`config.mk`:
```
export PLATFORM = sky130hd
export DESIGN_NAME = core_sequencer
export DESIGN_NICKNAME = d
export VERILOG_FILES = /design/src/rtl/core_sequencer.sv
export SDC_FILE = /design/constraint.sdc
export NUM_CORES = 1
export LEC_CHECK = 0
export BUFFER_PORTS_ARGS = -buffer_cell sky130_fd_sc_hd__buf_2
export CAP_MARGIN = 30
export CORE_ASPECT_RATIO = 0.7
export CORE_UTILIZATION = 49
export CTS_BUF_LIST = sky130_fd_sc_hd__clkbuf_2
export CTS_CLUSTER_SIZE = 12
export DETAILED_ROUTE_END_ITERATION = 8
export GPL_ROUTABILITY_DRIVEN = 0
export PLACE_DENSITY = 0.77
export SLEW_MARGIN = 20
export SYNTH_ARGS = -nofsm -noshare
export SYNTH_HDL_FRONTEND = slang
export SYNTH_SLANG_ARGS = --single-unit
```
`constraint.sdc`:
```
create_clock -name clk -period 2.67 [get_ports clk]
set_input_delay 0.1335 -clock clk [delete_from_list [all_inputs] [get_ports clk]]
set_output_delay 0.1335 -clock clk [all_outputs]
set_load 0.02 [all_outputs]
```
`src/rtl/core_sequencer.sv`:
```
// ---------------------------------------------------------------------------
// core_sequencer
//
// Multi-cycle control FSM wrapped around a combinational execute unit.
// Each instruction takes a FETCH phase (req/valid handshake with instruction
// memory) followed by exactly one EXEC cycle in which the execute unit's
// outputs are sampled. The block owns the PC, the latched instruction, a
// saturating retired-instruction counter and a sticky error flag. It halts
// on an execute error, a misaligned next PC, a zero instruction (a clean
// stop) or a fetch timeout. HALT is left only through rst.
//
// Ports
//   clk            clock, all state changes on the rising edge
//   rst            synchronous active-high reset
//   start          leaves IDLE; ignored elsewhere
//   imem_req       fetch request, high throughout FETCH
//   imem_addr      fetch address (always equal to pc)
//   imem_valid     fetch data valid, looked at only in FETCH
//   imem_rdata     fetched instruction word
//   instr          latched instruction driven to decode/execute
//   exe_sonuc      execute result / branch offset
//   exe_pc_update  branch taken
//   exe_we         register write request
//   exe_hata       execute error
//   rf_we          gated register-file write enable (EXEC only)
//   pc             program counter
//   busy           high in FETCH or EXEC
//   halted         high in HALT
//   hata           sticky error flag
//   retired        completed-instruction count, saturating
// ---------------------------------------------------------------------------
module core_sequencer #(
    parameter logic [31:0] RESET_PC      = 32'h0000_0000,
    parameter int          FETCH_TIMEOUT = 16
) (
    input  logic        clk,
    input  logic        rst,
    input  logic        start,
    output logic        imem_req,
    output logic [31:0] imem_addr,
    input  logic        imem_valid,
    input  logic [31:0] imem_rdata,
    output logic [31:0] instr,
    input  logic [31:0] exe_sonuc,
    input  logic        exe_pc_update,
    input  logic        exe_we,
    input  logic        exe_hata,
    output logic        rf_we,
    output logic [31:0] pc,
    output logic        busy,
    output logic        halted,
    output logic        hata,
    output logic [31:0] retired
);

    // The wait counter only has to hold FETCH_TIMEOUT-1: the cycle that
    // would reach FETCH_TIMEOUT is the one that decides the timeout.
    localparam int            CW       = (FETCH_TIMEOUT < 2) ? 1 : $clog2(FETCH_TIMEOUT);
    localparam logic [CW-1:0] TMO_LAST = CW'(FETCH_TIMEOUT - 1);

    typedef enum logic [1:0] {
        ST_IDLE  = 2'd0,
        ST_FETCH = 2'd1,
        ST_EXEC  = 2'd2,
        ST_HALT  = 2'd3
    } state_t;

    state_t        state_reg,   state_next;
    logic [31:0]   pc_reg,      pc_next;
    logic [31:0]   instr_reg,   instr_next;
    logic [31:0]   retired_reg, retired_next;
    logic          hata_reg,    hata_next;
    logic [CW-1:0] tmo_cnt_reg, tmo_cnt_next;

    logic [31:0]   branch_pc;
    logic          instr_nonzero;

    assign instr_nonzero = (instr_reg != 32'h0);
    // Silent modulo-2^32 wrap is intended for both sequential and branch PCs.
    assign branch_pc     = exe_pc_update ? (pc_reg + exe_sonuc) : (pc_reg + 32'd4);

    always_ff @(posedge clk) begin
        if (rst) begin
            state_reg   <= ST_IDLE;
            pc_reg      <= RESET_PC;
            instr_reg   <= 32'h0;
            retired_reg <= 32'h0;
            hata_reg    <= 1'b0;
            tmo_cnt_reg <= '0;
        end else begin
            state_reg   <= state_next;
            pc_reg      <= pc_next;
            instr_reg   <= instr_next;
            retired_reg <= retired_next;
            hata_reg    <= hata_next;
            tmo_cnt_reg <= tmo_cnt_next;
        end
    end

    always_comb begin
        state_next   = state_reg;
        pc_next      = pc_reg;
        instr_next   = instr_reg;
        retired_next = retired_reg;
        hata_next    = hata_reg;
        tmo_cnt_next = tmo_cnt_reg;

        unique case (state_reg)
            ST_IDLE: begin
                pc_next      = RESET_PC;
                tmo_cnt_next = '0;
                if (start) begin
                    state_next = ST_FETCH;
                end
            end

            ST_FETCH: begin
                if (imem_valid) begin
                    // A valid on the last allowed cycle still wins.
                    instr_next   = imem_rdata;
                    tmo_cnt_next = '0;
                    state_next   = ST_EXEC;
                end else if (tmo_cnt_reg == TMO_LAST) begin
                    tmo_cnt_next = '0;
                    hata_next    = 1'b1;
                    state_next   = ST_HALT;
                end else begin
                    tmo_cnt_next = tmo_cnt_reg + 1'b1;
                end
            end

            ST_EXEC: begin
                if (!instr_nonzero) begin
                    state_next = ST_HALT;             // clean stop, no error
                end else if (exe_hata) begin
                    hata_next  = 1'b1;
                    state_next = ST_HALT;
                end else if (branch_pc[1:0] != 2'b00) begin
                    hata_next  = 1'b1;
                    state_next = ST_HALT;
                end else begin
                    pc_next      = branch_pc;
                    retired_next = (retired_reg == 32'hFFFF_FFFF) ? retired_reg
                                                                  : retired_reg + 32'd1;
                    state_next   = ST_FETCH;
                end
            end

            ST_HALT: begin
                state_next = ST_HALT;
            end

            default: begin
                state_next = ST_IDLE;
            end
        endcase
    end

    // Write enable is not suppressed by a misaligned target: the target
    // check only affects PC/retire/halt, not the register write.
    assign rf_we     = (state_reg == ST_EXEC) & exe_we & ~exe_hata & instr_nonzero;
    assign imem_req  = (state_reg == ST_FETCH);
    assign imem_addr = pc_reg;
    assign instr     = instr_reg;
    assign pc        = pc_reg;
    assign busy      = (state_reg == ST_FETCH) | (state_reg == ST_EXEC);
    assign halted    = (state_reg == ST_HALT);
    assign hata      = hata_reg;
    assign retired   = retired_reg;

endmodule

```
==> out/metrics.cfg <==
[layout]
ff_latch_area_um2 = 2066
postLayoutCellArea_um2 = 9119
syn_to_final_growth_pct = 35.54
drive_gt1_share_pct = 29.53
finish.utilization_pct = 68.72
mostFrequentLayoutCell = buf_2
fin_cells = 1343
fillerInstances = 1088
final_cell_mix = 203 x buf_2, 117 x nand2_1, 100 x dfxtp_1, 83 x a21oi_1, 77 x nor2_1
antenna_cells = 0
final_nets = 1263
multiInputGateArea_um2 = 4378

[global_routing]
antenna_found_initial = 0
grt_start_max_net_pins = 84
grt_pass1_wl_mm = 33.82
grt_pass1_vias = 6679
grt_overflow = 0
grt_usage_pct = 30.04

[timing]
setup_viol = 0
hold_ws_ns = 0.03883
fin_crit_sh_pct = 98.82
drv_slew = 0
finalHoldViolations = 0
max_freq_mhz = 379.0
skew_ns = 0.04472
worstMarginPinSlew_ns = 0.8815
rsz0062_at_grt = yes
min_period_ns = 2.639
relSlewSlack_pct = 41.23

[drt]
ant_nets = 0
vias = 7508
drtIter0Drc = 709
routed_wl_mm = 21.63
post-route-drc-count = 0
wire_per_inst_um = 16.10
via_per_inst = 5.590
dr.pass1.iters = 5

[worst_setup_path]
cp.arrival_ns = 3.22
critical_path_class = reg -> reg
cp_cell_sequence = ha_4 > fa_2 > a211oi_2 > o21bai_1 > a21oi_2 > o211ai_1 > a21o_1 > a311oi_2 > xor2_1 > o21ai_1
worstReg2RegStart = imem_addr[0]$_SDFFE_PP0P_
crit_path_top_delay_cell = dfxtp_2
slowest_delay_ns = 0.41
cp-start-kind = flop
path_buf_inv = 0
end_kind = flop
r2r-end = imem_addr[30]$_SDFFE_PP0P_
worstPathMaxFanout = 3
crit_family = compound AO/OA/AOI/OAI gates
worst-r2r-setup-slack_ns = 0.03
critical_path_required_ns = 3.25
r2r_cells = 10

[floorplan]
die_h_um = 100.0
num_rows = 35
dieArea_um2 = 14210
ios = 204
coreArea_um2 = 13270
start_util_pct = 50.70
die_x_um = 142.1

[min_path]
hp-class = in -> reg
hold_start = exe_sonuc[29]
worstHoldEndpoint = imem_addr[29]$_SDFFE_PP0P_
worstHoldPathCells = 4

[synth]
ys_types = 73
ys_warn_count = 0
ys_seq_elements = 103
synth_compound_area_share_pct = 21.52
ys_seq_area_share_pct = 30.65
synthAdderAreaFrac_pct = 7.365
async_flop_share_pct = 0
muxShareOfSynthArea_pct = 0.6137
synthCells = 861
syn_nets = 971
synthFlopType = dfxtp_1
synth-xor-area-share_pct = 8.202
synth_top_family_by_area = simple AND/OR/NAND/NOR gates
syn-cell-area_um2 = 6728
synth_edf_count = 0
avgSynthCellArea_um2 = 7.814
synthSimpleGateAreaFrac_pct = 25.26

[outcome]
status = finished clean

[clock_tree]
cts_root_buffer = clkbuf_2
clock_sinks = 103
clkTransAtPathRegs_ns = 0.33
cts_buffer_depth = 2
cts_made_buffers = 9
h-tree-depth = 3
clk_latency_ns = 0.63
tritoncts = yes

[place]
place_inst = 1255
io_buffers = 203
dpl-instance-area_um2 = 8127
dp_hpwl_mm = 15.34

[power_and_ir_drop]
power_leakage_nw = 4.287
power_density_nw_per_um2 = 462.7
peakVddDrop_uv = 243.4

[flow_run]
cap_violations = 0

## final cells by class
cell class / count / area share (%)
Clock buffer: 9 / 0.4940
Sequential cell: 103 / 22.65
Multi-Input combinational cell: 678 / 48.01
Tap cell: 185 / 2.538
Timing Repair Buffer: 344 / 24.64
Inverter: 17 / 0.6998
Clock inverter: 7 / 0.9605
## through the flow
step | total power, mW | setup slack, ns | TNS (ns)
6_report | 4.219 | 0.03137 | 0
4_1_cts | 4.178 | -0.007671 | -0.007671
3_5_place_dp | 3.224 | -0.2248 | -0.8425
3_3_place_gp | 3.205 | -0.1493 | -0.4326
5_1_grt | 4.436 | -0.06152 | -0.1597
2_1_floorplan | 2.756 | 0.007707 | 0
## worst min-delay path: cells and delay by family
| family | cells | cell delay (ns) |
|---|---|---|
| buf+inv | 1 | 0.08 |
| compound gates | 1 | 0.16 |
| xor+xnor | 1 | 0.10 |
| fa+ha+maj | 1 | 0.21 |
## kinds of logic (layout without fill, tap and decap cells)
group / after synthesis / count (layout)
AND/OR/NAND/NOR: 340 / 340
flip-flops: 103 / 103
adder cells (fa/ha/maj): 39 / 39
AO/OA/AOI/OAI: 232 / 232
buffers and inverters: 80 / 377
XOR/XNOR: 63 / 63
multiplexers: 4 / 4
## cell usage after synthesis (5+ instances only)
cell	number	area share, %
nand2_1	118	6.6
dfxtp_1	103	31
a21oi_1	85	6.3
nor2_1	78	4.4
o21ai_0	49	3.6
ha_1	38	7.1
xor2_1	37	4.8
buf_4	33	3.7
nand3_1	28	2.1
xnor2_1	26	3.4
clkbuf_1	21	1.2
nand4_1	18	1.7
inv_1	17	0.95
a21o_1	15	1.7
and3_1	15	1.4
nor3_1	14	1.0
a211oi_1	12	1.3
a31oi_1	11	1.0
and2_1	10	0.93
nor4_1	10	0.93
o21ai_1	10	0.74
and4_1	9	1.2
o21bai_1	7	0.78
buf_2	5	0.37
nor3b_1	5	0.56
o21a_1	5	0.56
## what timing repair did
item	in CTS	in global routing
hold endpoints to repair	48	0
pin swaps	0	19
gates resized for setup	6	29
setup buffers	0	6
hold buffers	66	0
setup endpoints to repair	18	33
## per-layer routing
| layer | track usage, % | share of wire, % | wire length, um | vias up |
|---|---|---|---|---|
| li1 | - | - | - | 3624 |
| met1 | 43.04 | 45 | 9825 | 3471 |
| met2 | 46.12 | 43 | 9287 | 380 |
| met3 | 5.821 | 9.9 | 2150 | 33 |
| met4 | 7.692 | 1.7 | 364 | 0 |
| met5 | 0 | 0 | 0 | - |
## report_power, final
part | internal, mW | total (mW) | switching (mW)
logic | 0.634 | 1.64 | 1.00
clock network | 0.237 | 0.835 | 0.598
registers | 1.65 | 1.75 | 0.0946
total | 2.52 | 4.22 | 1.70
## how the worst max path moves through the flow
stage / start / end / slack [ns] / cells after the start
after floorplan: imem_addr[0]$_SDFFE_PP0P_ / imem_addr[30]$_SDFFE_PP0P_ / 0.008 / 10
after global placement: imem_addr[0]$_SDFFE_PP0P_ / imem_addr[30]$_SDFFE_PP0P_ / -0.15 / 10
after detailed placement: imem_addr[0]$_SDFFE_PP0P_ / imem_addr[26]$_SDFFE_PP0P_ / -0.22 / 11
after CTS: imem_addr[0]$_SDFFE_PP0P_ / retired[31]$_SDFFE_PP0P_ / -0.008 / 9
after global routing: imem_addr[1]$_SDFFE_PP0P_ / imem_addr[31]$_SDFFE_PP0P_ / -0.06 / 11
final: imem_addr[0]$_SDFFE_PP0P_ / imem_addr[30]$_SDFFE_PP0P_ / 0.03 / 10
Power figures use the tool's default switching activity.
